### src/rtl/control_unit.sv
// Multi-cycle control sequencer: sole driver of every datapath control strobe.
// Optional feature macro ILLEGAL_TRAP_EN: undefined opcodes raise Illegal and halt.
module control_unit #(
    parameter int unsigned MEM_WAIT = 1
) (
    input  logic        Clock,
    input  logic        Clear,
    input  logic [31:0] IR,
    input  logic        CON,
    input  logic        Stop,
    output logic        PCout,
    output logic        IncPC,
    output logic        PCin,
    output logic        MARin,
    output logic        MDRin,
    output logic        MDRout,
    output logic        Read,
    output logic        wren,
    output logic        IRin,
    output logic        IRout,
    output logic        Yin,
    output logic        Zhighin,
    output logic        Zlowin,
    output logic        Zhighout,
    output logic        Zlowout,
    output logic        HIin,
    output logic        HIout,
    output logic        LOin,
    output logic        LOout,
    output logic        Cout,
    output logic        InPortout,
    output logic        outPortEnable,
    output logic        Gra,
    output logic        Grb,
    output logic        Grc,
    output logic        Rin,
    output logic        Rout,
    output logic        BAout,
    output logic        conInput,
    output logic [3:0]  ctrl,
    output logic        Run,
    output logic        Illegal
);

    localparam logic [1:0] MW = 2'(MEM_WAIT);

    typedef enum logic [3:0] {
        S_CLR, S_T0, S_T1, S_T2, S_T3,
        S_T4, S_T5, S_T6, S_T7, S_HALT
    } state_e;

    typedef enum logic [3:0] {
        C_LD, C_LDI, C_ST, C_ALU, C_IMM, C_MD, C_UN, C_BR,
        C_JR, C_IN, C_OUT, C_MFLO, C_MFHI, C_NOP, C_HALT, C_BAD
    } cls_e;

    typedef struct packed {
        logic       pc_out;
        logic       inc_pc;
        logic       pc_in;
        logic       mar_in;
        logic       mdr_in;
        logic       mdr_out;
        logic       read;
        logic       wren;
        logic       ir_in;
        logic       ir_out;
        logic       y_in;
        logic       zhi_in;
        logic       zlo_in;
        logic       zhi_out;
        logic       zlo_out;
        logic       hi_in;
        logic       hi_out;
        logic       lo_in;
        logic       lo_out;
        logic       c_out;
        logic       inp_out;
        logic       outp_en;
        logic       gra;
        logic       grb;
        logic       grc;
        logic       r_in;
        logic       r_out;
        logic       ba_out;
        logic       con_in;
        logic [3:0] ctrl;
    } cw_t;

    state_e     state_q, state_d;
    logic [1:0] wait_q, wait_d;
    cw_t        cw_q, cw_d;
    logic       run_q;
    cls_e       cls;
    logic [3:0] alu;
    state_e     last;
    logic       mem_hold;
    logic       trap;
    logic [4:0] opc;
    logic       unused_ir;

    assign opc       = IR[31:27];
    assign unused_ir = ^IR[26:0];

    always_comb begin
        cls = C_BAD;
        case (opc)
            5'h00: cls = C_LD;
            5'h01: cls = C_LDI;
            5'h02: cls = C_ST;
            5'h03, 5'h04, 5'h05, 5'h06, 5'h07,
            5'h08, 5'h09, 5'h0A, 5'h0B: cls = C_ALU;
            5'h0C, 5'h0D, 5'h0E: cls = C_IMM;
            5'h0F, 5'h10: cls = C_MD;
            5'h11, 5'h12: cls = C_UN;
            5'h13: cls = C_BR;
            5'h14: cls = C_JR;
            5'h16: cls = C_IN;
            5'h17: cls = C_OUT;
            5'h18: cls = C_MFLO;
            5'h19: cls = C_MFHI;
            5'h1A: cls = C_NOP;
            5'h1B: cls = C_HALT;
            default: cls = C_BAD;
        endcase
    end

    always_comb begin
        alu = 4'h0;
        case (opc)
            5'h04: alu = 4'h1;
            5'h05: alu = 4'h2;
            5'h06: alu = 4'h3;
            5'h07: alu = 4'h4;
            5'h08: alu = 4'h5;
            5'h09: alu = 4'h6;
            5'h0A: alu = 4'h7;
            5'h0B: alu = 4'h8;
            5'h0D: alu = 4'h2;
            5'h0E: alu = 4'h3;
            5'h0F: alu = 4'h9;
            5'h10: alu = 4'hA;
            5'h11: alu = 4'hB;
            5'h12: alu = 4'hC;
            default: alu = 4'h0;
        endcase
    end

    always_comb begin
        last = S_T3;
        case (cls)
            C_ALU, C_IMM, C_LDI: last = S_T5;
            C_LD, C_ST:          last = S_T7;
            C_MD, C_BR:          last = S_T6;
            C_UN:                last = S_T4;
            default:             last = S_T3;
        endcase
    end

    assign mem_hold = (cls == C_LD && state_q == S_T6) ||
                      (cls == C_ST && state_q == S_T7);

`ifdef ILLEGAL_TRAP_EN
    assign trap = (cls == C_BAD);
`else
    assign trap = 1'b0;
`endif

    always_comb begin
        state_d = state_q;
        wait_d  = 2'd0;
        unique case (state_q)
            S_CLR:  state_d = S_T0;
            S_T0:   state_d = S_T1;
            S_T1: begin
                if (wait_q < MW) begin
                    wait_d = wait_q + 2'd1;
                end else begin
                    state_d = S_T2;
                end
            end
            S_T2:   state_d = trap ? S_HALT : S_T3;
            S_HALT: state_d = S_HALT;
            default: begin
                if (mem_hold && wait_q < MW) begin
                    wait_d = wait_q + 2'd1;
                end else if (state_q == last) begin
                    state_d = (Stop || cls == C_HALT) ? S_HALT : S_T0;
                end else begin
                    state_d = state_e'(state_q + 4'd1);
                end
            end
        endcase
    end

    // Word is built for the state being entered so outputs align with state_q.
    always_comb begin
        cw_d = '0;
        unique case (state_d)
            S_T0: begin
                cw_d.pc_out = 1'b1;
                cw_d.mar_in = 1'b1;
                cw_d.inc_pc = 1'b1;
                cw_d.zlo_in = 1'b1;
            end
            S_T1: begin
                cw_d.read   = 1'b1;
                cw_d.mdr_in = 1'b1;
                if (state_q != S_T1) begin
                    cw_d.zlo_out = 1'b1;
                    cw_d.pc_in   = 1'b1;
                end
            end
            S_T2: begin
                cw_d.mdr_out = 1'b1;
                cw_d.ir_in   = 1'b1;
            end
            S_T3: begin
                case (cls)
                    C_ALU, C_IMM: begin
                        cw_d.grb   = 1'b1;
                        cw_d.r_out = 1'b1;
                        cw_d.y_in  = 1'b1;
                    end
                    C_LD, C_LDI, C_ST: begin
                        cw_d.grb    = 1'b1;
                        cw_d.ba_out = 1'b1;
                        cw_d.y_in   = 1'b1;
                    end
                    C_MD: begin
                        cw_d.gra   = 1'b1;
                        cw_d.r_out = 1'b1;
                        cw_d.y_in  = 1'b1;
                    end
                    C_UN: begin
                        cw_d.grb    = 1'b1;
                        cw_d.r_out  = 1'b1;
                        cw_d.zlo_in = 1'b1;
                        cw_d.ctrl   = alu;
                    end
                    C_BR: begin
                        cw_d.gra    = 1'b1;
                        cw_d.r_out  = 1'b1;
                        cw_d.con_in = 1'b1;
                    end
                    C_JR: begin
                        cw_d.gra   = 1'b1;
                        cw_d.r_out = 1'b1;
                        cw_d.pc_in = 1'b1;
                    end
                    C_IN: begin
                        cw_d.inp_out = 1'b1;
                        cw_d.gra     = 1'b1;
                        cw_d.r_in    = 1'b1;
                    end
                    C_OUT: begin
                        cw_d.gra     = 1'b1;
                        cw_d.r_out   = 1'b1;
                        cw_d.outp_en = 1'b1;
                    end
                    C_MFLO: begin
                        cw_d.lo_out = 1'b1;
                        cw_d.gra    = 1'b1;
                        cw_d.r_in   = 1'b1;
                    end
                    C_MFHI: begin
                        cw_d.hi_out = 1'b1;
                        cw_d.gra    = 1'b1;
                        cw_d.r_in   = 1'b1;
                    end
                    default: ;
                endcase
            end
            S_T4: begin
                case (cls)
                    C_ALU, C_MD: begin
                        cw_d.grc    = (cls == C_ALU);
                        cw_d.grb    = (cls == C_MD);
                        cw_d.r_out  = 1'b1;
                        cw_d.zlo_in = 1'b1;
                        cw_d.zhi_in = 1'b1;
                        cw_d.ctrl   = alu;
                    end
                    C_IMM, C_LD, C_LDI, C_ST: begin
                        cw_d.c_out  = 1'b1;
                        cw_d.zlo_in = 1'b1;
                        cw_d.ctrl   = alu;
                    end
                    C_UN: begin
                        cw_d.zlo_out = 1'b1;
                        cw_d.gra     = 1'b1;
                        cw_d.r_in    = 1'b1;
                    end
                    C_BR: begin
                        cw_d.pc_out = 1'b1;
                        cw_d.y_in   = 1'b1;
                    end
                    default: ;
                endcase
            end
            S_T5: begin
                case (cls)
                    C_ALU, C_IMM, C_LDI: begin
                        cw_d.zlo_out = 1'b1;
                        cw_d.gra     = 1'b1;
                        cw_d.r_in    = 1'b1;
                    end
                    C_LD, C_ST: begin
                        cw_d.zlo_out = 1'b1;
                        cw_d.mar_in  = 1'b1;
                    end
                    C_MD: begin
                        cw_d.zlo_out = 1'b1;
                        cw_d.lo_in   = 1'b1;
                    end
                    C_BR: begin
                        cw_d.c_out  = 1'b1;
                        cw_d.zlo_in = 1'b1;
                    end
                    default: ;
                endcase
            end
            S_T6: begin
                case (cls)
                    C_LD: begin
                        cw_d.read   = 1'b1;
                        cw_d.mdr_in = 1'b1;
                    end
                    C_ST: begin
                        cw_d.gra    = 1'b1;
                        cw_d.r_out  = 1'b1;
                        cw_d.mdr_in = 1'b1;
                    end
                    C_MD: begin
                        cw_d.zhi_out = 1'b1;
                        cw_d.hi_in   = 1'b1;
                    end
                    C_BR: begin
                        cw_d.zlo_out = CON;
                        cw_d.pc_in   = CON;
                    end
                    default: ;
                endcase
            end
            S_T7: begin
                case (cls)
                    C_LD: begin
                        cw_d.mdr_out = 1'b1;
                        cw_d.gra     = 1'b1;
                        cw_d.r_in    = 1'b1;
                    end
                    C_ST: begin
                        cw_d.mdr_out = 1'b1;
                        cw_d.wren    = 1'b1;
                    end
                    default: ;
                endcase
            end
            default: ;
        endcase
    end

    always_ff @(posedge Clock) begin
        if (Clear) begin
            state_q <= S_CLR;
            wait_q  <= 2'd0;
            cw_q    <= '0;
            run_q   <= 1'b1;
        end else begin
            state_q <= state_d;
            wait_q  <= wait_d;
            cw_q    <= cw_d;
            run_q   <= (state_d != S_HALT);
        end
    end

`ifdef ILLEGAL_TRAP_EN
    logic ill_q;

    always_ff @(posedge Clock) begin
        if (Clear) begin
            ill_q <= 1'b0;
        end else if (state_q == S_T2 && trap) begin
            ill_q <= 1'b1;
        end
    end

    assign Illegal = ill_q;
`else
    assign Illegal = 1'b0;
`endif

    assign PCout         = cw_q.pc_out;
    assign IncPC         = cw_q.inc_pc;
    assign PCin          = cw_q.pc_in;
    assign MARin         = cw_q.mar_in;
    assign MDRin         = cw_q.mdr_in;
    assign MDRout        = cw_q.mdr_out;
    assign Read          = cw_q.read;
    assign wren          = cw_q.wren;
    assign IRin          = cw_q.ir_in;
    assign IRout         = cw_q.ir_out;
    assign Yin           = cw_q.y_in;
    assign Zhighin       = cw_q.zhi_in;
    assign Zlowin        = cw_q.zlo_in;
    assign Zhighout      = cw_q.zhi_out;
    assign Zlowout       = cw_q.zlo_out;
    assign HIin          = cw_q.hi_in;
    assign HIout         = cw_q.hi_out;
    assign LOin          = cw_q.lo_in;
    assign LOout         = cw_q.lo_out;
    assign Cout          = cw_q.c_out;
    assign InPortout     = cw_q.inp_out;
    assign outPortEnable = cw_q.outp_en;
    assign Gra           = cw_q.gra;
    assign Grb           = cw_q.grb;
    assign Grc           = cw_q.grc;
    assign Rin           = cw_q.r_in;
    assign Rout          = cw_q.r_out;
    assign BAout         = cw_q.ba_out;
    assign conInput      = cw_q.con_in;
    assign ctrl          = cw_q.ctrl;
    assign Run           = run_q;

endmodule

### config.mk
export PLATFORM = sky130hd
export DESIGN_NAME = control_unit
export DESIGN_NICKNAME = d
export VERILOG_FILES = /design/src/rtl/control_unit.sv
export SDC_FILE = /design/constraint.sdc
export NUM_CORES = 1
export LEC_CHECK = 0
export ABC_AREA = 1
export BUFFER_PORTS_ARGS = -buffer_cell sky130_fd_sc_hd__buf_4
export CORE_MARGIN = 1
export CORE_UTILIZATION = 55
export DETAILED_ROUTE_END_ITERATION = 16
export GPL_ROUTABILITY_DRIVEN = 0
export PLACE_DENSITY_LB_ADDON = 0.05
export SLEW_MARGIN = 20
export SYNTH_ARGS = -nofsm -noshare
export SYNTH_HDL_FRONTEND = slang
export SYNTH_SLANG_ARGS = --single-unit
### constraint.sdc
create_clock -name Clock -period 4.2 [get_ports Clock]
set_input_delay 0.21 -clock Clock [delete_from_list [all_inputs] [get_ports Clock]]
set_output_delay 0.21 -clock Clock [all_outputs]
set_load 0.05 [all_outputs]
======== After elaboration in Yosys (flattened, before gate mapping) ========
Memory sizes are Yosys's and may differ from the RTL's.
Index checks and enable logic that the tools add are counted.
word-level totals
  bits in registers ....................... 39
  logic and storage cells ................. 148
  ROM bits ................................ 288
  memories ................................ 3
memory list
  name             words  width  rd ports  clocked after memory_dff  wr ports  line  RTL
  (no name shown)  32     4      1         0                         0         130   case (opc)
  (no name shown)  32     4      1         0                         0         107   case (opc)
  (no name shown)  8      4      1         0                         0         151   case (cls)
operators by class
  add/subtract/negate cells ............... 2
  reductions and logical operators ........ 23
  magnitude comparators ................... 1
  eq/ne operators ......................... 30
  muxes and demuxes ....................... 52
  bitwise gates (word level) .............. 5
operator list
  kind                                                                   count
  4-bit by 3-bit equality test with 1-bit output, second input constant  9
  4-bit equality test, second input constant                             9
  4-bit 2-to-1 mux                                                       7
  1-bit 2-to-1 mux                                                       25
  4-bit by 2-bit equality test with 1-bit output, second input constant  6
  4-bit case mux with 5 select lines                                     1
  1-bit case mux with 2 select lines                                     8
  7-bit OR reduction                                                     2
  4-bit by 1-bit equality test with 1-bit output, second input constant  3
  1-bit case mux with 4 select lines                                     3
  2-bit OR reduction                                                     6
  3-bit OR reduction                                                     4
  6-bit OR reduction                                                     2
  4-bit zero test                                                        2
  4-bit case mux with 2 select lines                                     1
  4-bit OR reduction                                                     2
  2-bit 2-to-1 mux                                                       3
  1-bit case mux with 3 select lines                                     2
  1-bit inverter                                                         5
  1-bit case mux with 5 select lines                                     1
  4-bit by 1-bit adder with 4-bit output, second input constant          1
  4-bit equality test                                                    1
  4-bit by 2-bit != test with 1-bit output, second input constant        1
  4-bit != test, second input constant                                   1
  other kinds (5)                                                        8

======== Longest topological paths before layout ========
An unclocked memory read counts as a cell.
  depth after elaboration ................. 10
  gate-level depth with buffers ........... 23
  gate-level depth less buffers ........... 23

======== Least setup slack after synthesis ========
OpenSTA, ideal clock, no wires.
  path type ............................... input -> register
  from .................................... input port IR[27]
  to ...................................... register cw_q, in the netlist ctrl[0]
  required time ........................... 4.136 ns
  setup slack ............................. 1.951 ns
  setup time .............................. 0.064 ns
  data arrival time ....................... 2.185 ns
  cell stages on the path ................. 19
  buffers on the path ..................... 0
  path through ............................ inv_1 -> ha_1 -> nand3_1 -> nand2_2 -> o21ai_4 -> nand2_2 -> nand3_1 -> nand2_1 -> nand2_2 -> nand3_2 -> nand2_1 -> nand3_2 -> nand2_2 -> nand2_8 -> nor2_8 -> nand2_4 -> nand3_2 -> nand2_2 -> nor2_1
on the way
  longest elaborated chain between the ends .. 9
  elaborated cells between the ends (all ways) .. 28
  classes of those cells .................. eq/ne: 10; mux: 8; reduce/logical: 7; memory: 3
RTL lines
  item                                                          line      RTL
  start, declared                                               8         input logic [31:0] IR,
  memory 32 x 4 bit                                             -
  memory 8 x 4 bit (tied with other cells)                      -
  4-bit 2-to-1 mux (tied with other cells)                      151
  4-bit equality test (tied with other cells)                   187       end else if (state_q == last) begin
  4-bit 2-to-1 mux / 1-bit logical AND (equally long branches)  187, 185
  4-bit 2-to-1 mux                                              185       if (mem_hold && wait_q < MW) begin
  4-bit case mux with 5 select lines                            172       unique case (state_q)
  4-bit by 3-bit equality test with 1-bit output                199       unique case (state_d)
  4-bit case mux with 2 select lines (*)                        199
  end signal, assigned                                          372       cw_q <= cw_d;
  end, declared                                                 92        cw_t cw_q, cw_d;
Every way passes the cells marked *; elsewhere a longest branch is shown, timed or not.
A chain may end at the register's enable or synchronous reset.

======== Worst setup path after layout ========
  from .................................... register state_q[0]
  to ...................................... register cw_q, in the netlist ctrl[0]
on the way
  longest elaborated chain between the ends .. 8
  elaborated cells between the ends (all ways) .. 20
  classes of those cells .................. add/sub: 1; eq/ne: 9; mux: 5; reduce/logical: 5
RTL lines
  item                                                                            line  RTL
  start, declared                                                                 90    state_e state_q, state_d;
  start signal, assigned                                                          370   state_q <= state_d;
  branches (longest 5 deep; another with 4-bit by 1-bit adder with 4-bit output)  -
  4-bit case mux with 5 select lines (*)                                          172
  4-bit by 3-bit equality test with 1-bit output                                  199
  4-bit case mux with 2 select lines (*)                                          199
Mark *: on every way between the ends.

==> flow_results.xml <==
<?xml version="1.0" encoding="UTF-8"?>
<metrics>
  <group name="worst_setup_path">
    <metric name="critical_path_buf_inv_count" unit="">3</metric>
    <metric name="regToRegStartpoint" unit="">state_q[0]</metric>
    <metric name="setup.worst_path.end_class" unit="">flip-flop</metric>
    <metric name="worst_r2r_path_depth" unit="">17</metric>
    <metric name="critPathSlowestCell" unit="">sky130_fd_sc_hd__dfxtp_1</metric>
    <metric name="critical_path.max_fanout" unit="">8</metric>
    <metric name="crit_path_frequent_cell" unit="">sky130_fd_sc_hd__nand2_1</metric>
    <metric name="r2r-end" unit="">ctrl[0]</metric>
    <metric name="path_cells" unit="">inv_1 -&gt; ha_1 -&gt; nand2_1 -&gt; inv_1 -&gt; nor2_1 -&gt; nand3_1 -&gt; inv_1 -&gt; nand2_1 -&gt; nor2_1 -&gt; nand2_1 -&gt; nand2_2 -&gt; nand2_8 -&gt; nor2_8 -&gt; nand2_1 -&gt; nand3_2 -&gt; nand2_2 -&gt; nor2_1</metric>
    <metric name="regToRegSetupSlack" unit="ns">1.64</metric>
    <metric name="max_stage_delay" unit="ns">0.48</metric>
    <metric name="endpoint_of_the_most_critical_setup_path" unit="">ctrl[0]</metric>
    <metric name="worst-path-stages" unit="">17</metric>
    <metric name="timing.critical_path.from_type" unit="">flip-flop</metric>
    <metric name="critical_path.top_delay_family" unit="">simple AND/OR/NAND/NOR gates</metric>
    <metric name="critPathKind" unit="">flip-flop to flip-flop</metric>
    <metric name="required" unit="ns">4.42</metric>
    <metric name="cp-startpoint" unit="">state_q[0]</metric>
    <metric name="arrival_time_of_data_at_the_critical_path_endpoint" unit="ns">2.78</metric>
  </group>
  <group name="pwr">
    <metric name="power_leakage" unit="nW">1.45</metric>
    <metric name="power_density" unit="nW/µm²">672</metric>
    <metric name="total_power" unit="mW">1.95</metric>
    <metric name="vdd_ir_drop_max" unit="µV">470</metric>
  </group>
  <group name="run_status">
    <metric name="result_of_the_run" unit="">completed</metric>
  </group>
  <group name="floorplan">
    <metric name="die_height" unit="µm">68.7</metric>
    <metric name="cell_row_count" unit="">23</metric>
    <metric name="initial_utilization" unit="%">59.0</metric>
    <metric name="pin_count" unit="">71</metric>
    <metric name="die_width" unit="µm">68.7</metric>
    <metric name="placeableCoreArea" unit="µm²">4140</metric>
    <metric name="design.die.area" unit="µm²">4720</metric>
  </group>
  <group name="global_routing">
    <metric name="grt-ovfl-total" unit="">0</metric>
    <metric name="antenna_found_initial" unit="">0</metric>
    <metric name="grt_first_pass_wirelength" unit="µm">8580</metric>
    <metric name="grt_start_max_net_pins" unit="">27</metric>
    <metric name="vias_in_the_first_global_route" unit="">1921</metric>
    <metric name="grt_util_all_layers" unit="%">24.7</metric>
  </group>
  <group name="clocking">
    <metric name="tritoncts" unit="">built</metric>
    <metric name="ctsResizeCount" unit="">0</metric>
    <metric name="insertion_delay" unit="ns">0.29</metric>
    <metric name="clkSinkCount" unit="">38</metric>
    <metric name="post_cts_repair_timing_setup_buffer_count" unit="">0</metric>
    <metric name="h-tree-depth" unit="">2</metric>
    <metric name="cts_made_buffers" unit="">5</metric>
    <metric name="cts.path.max_buffers" unit="">2</metric>
    <metric name="cts_root_buffer_type" unit="">sky130_fd_sc_hd__clkbuf_8</metric>
    <metric name="hold_buffers" unit="">0</metric>
    <metric name="clkSlewWorstSetupHoldPaths" unit="ns">0.07</metric>
  </group>
  <group name="drt">
    <metric name="route.final.wire_length" unit="µm">5040</metric>
    <metric name="wl_met2" unit="µm">2400</metric>
    <metric name="dr.first_iter.drc_count" unit="">167</metric>
    <metric name="drc_errors" unit="">0</metric>
    <metric name="via_per_inst" unit="">5.10</metric>
    <metric name="m1_wire_length" unit="µm">2320</metric>
    <metric name="detail_route_antenna_nets" unit="">0</metric>
    <metric name="routed_wire_length_per_instance" unit="µm">12.1</metric>
    <metric name="met3_length" unit="µm">234</metric>
    <metric name="vias" unit="">2131</metric>
    <metric name="routed.top_layer" unit="">met4</metric>
    <metric name="drt_first_pass_iters" unit="">4</metric>
  </group>
  <group name="flow_run">
    <metric name="maxCapViolations" unit="">0</metric>
  </group>
  <group name="final_layout">
    <metric name="antenna_cells" unit="">0</metric>
    <metric name="fill_cells" unit="">356</metric>
    <metric name="final_net_count" unit="">413</metric>
    <metric name="areaGrowthSynthToFinish" unit="%">18.7</metric>
    <metric name="stdcell_count" unit="">418</metric>
    <metric name="fin_util" unit="%">70.0</metric>
    <metric name="layout-drive-gt1-share" unit="%">31.5</metric>
  </group>
  <group name="sta">
    <metric name="timing.final.crit_period" unit="ns">2.56</metric>
    <metric name="rsz_0062_raised_after_global_routing" unit="">false</metric>
    <metric name="final-hold-violation-count" unit="">0</metric>
    <metric name="timing.final.crit_share" unit="%">61.0</metric>
    <metric name="setup-tns-final" unit="ns">0</metric>
    <metric name="final_max_slew_viol_count" unit="">0</metric>
    <metric name="timing.fmax" unit="MHz">391</metric>
    <metric name="count_of_final_setup_violators" unit="">0</metric>
    <metric name="finClkSkew" unit="ns">0.00536</metric>
  </group>
  <group name="yosys">
    <metric name="synth.distinct_cells" unit="">38</metric>
    <metric name="syn-cell-area" unit="µm²">2440</metric>
    <metric name="postSynthRegisterBits" unit="">38</metric>
    <metric name="syn-mean-instance-area" unit="µm²">7.48</metric>
    <metric name="synthTopCellsByArea" unit="">sky130_fd_sc_hd__dfxtp_1 31%, sky130_fd_sc_hd__nand2_1 9.5%, sky130_fd_sc_hd__nor2_1 6.4%</metric>
    <metric name="largest_area_contributor_in_the_netlist" unit="">sky130_fd_sc_hd__dfxtp_1</metric>
    <metric name="sequential_to_total_area_share_from_yosys_stat" unit="%">31.1</metric>
    <metric name="synthCells" unit="">327</metric>
    <metric name="synth.yosys.warnings" unit="">0</metric>
    <metric name="synth_top_area_share" unit="%">31.1</metric>
  </group>
  <group name="placement">
    <metric name="port_buffers" unit="">41</metric>
    <metric name="place_hpwl" unit="µm">3940</metric>
    <metric name="placedCellCount" unit="">410</metric>
  </group>
  <group name="worst_hold_path">
    <metric name="hold_class" unit="">input port to flip-flop</metric>
  </group>
</metrics>
[cell usage in the layout (no fill, tap or decap), drive strengths merged]
cell type  count
o311ai         1
o22ai          1
inv           44
nor2          52
a31oi          4
nand2         89
dfxtp         38
nor3          10
conb           2
buf           41
xnor2          1
nand3b         1
o211ai         1
a21oi         16
nor4           3
nand3         30
a32oi          1
clkbuf         6
ha            10
bufinv         2
o21ai         12
nand4          2
o21bai         1
[synth_stat cells (all sizes together)]
master   n
nor2    52
clkbuf   4
xnor2    1
nor4     3
inv     44
o22ai    1
a32oi    1
a21oi   16
o21ai   12
nand3b   1
nand4    2
nand3   30
o311ai   1
nand2   89
ha      10
nor3    10
conb     1
o211ai   1
buf      5
dfxtp   38
a31oi    4
o21bai   1
[power breakdown]
part	internal [mW]	total (mW)	switching (mW)
clock	0.253	0.375	0.122
combinational	0.324	1.11	0.788
sequential	0.422	0.463	0.0409
total	0.999	1.95	0.951
[worst min path at each step]
stage | startpoint | end | cells after the start
5_1_grt | Clear | wait_q[1] | 2
2_1_floorplan | IR[31] | ctrl[0] | 2
3_5_place_dp | wait_q[0] | wait_q[0] | 1
3_3_place_gp | wait_q[0] | wait_q[0] | 1
4_1_cts | Clear | IRin | 2
6_report | Clear | state_q[1] | 2
[final cells by class]
type	instances	area, µm²	share of cell area (%)
clock buffer	6	82.6	2.85
clock inverter	2	60.1	2.07
inverter	44	173	5.95
multi-input combinational	237	1460	50.2
sequential	38	761	26.2
tap	50	62.6	2.16
timing repair buffer	41	308	10.6
[per-layer routing]
metal,up-vias,GRT usage (%)
met5,-,0
met4,0,9.38
met3,9,3.78
met2,64,40.6
met1,940,32.2
li1,1118,-
[through the flow]
step / hold slack [ns] / setup slack, ns / cell area [µm²]
floorplan: 0.392 / 1.95 / 2450
global placement: 0.415 / 1.47 / 2760
detailed placement: 0.441 / 1.41 / 2760
CTS: 0.272 / 1.65 / 2900
global route: 0.297 / 1.35 / 2900
finish: 0.279 / 1.64 / 2900
[cells by family (layout without fill, tap and decap cells)]
kind of cell	count (synthesis)	in the layout	synth area share, %
AOI/OAI and AO/OA	37	37	9.57
xor gates and xnor gates	1	1	0.358
other	1	2	0.153
DFF	38	38	31.1
adders and majority gates	10	10	5.12
and+or+nand+nor	187	187	44.2
buffers and inverters	53	93	9.52
No activity file was read; power rests on OpenSTA's default activity.
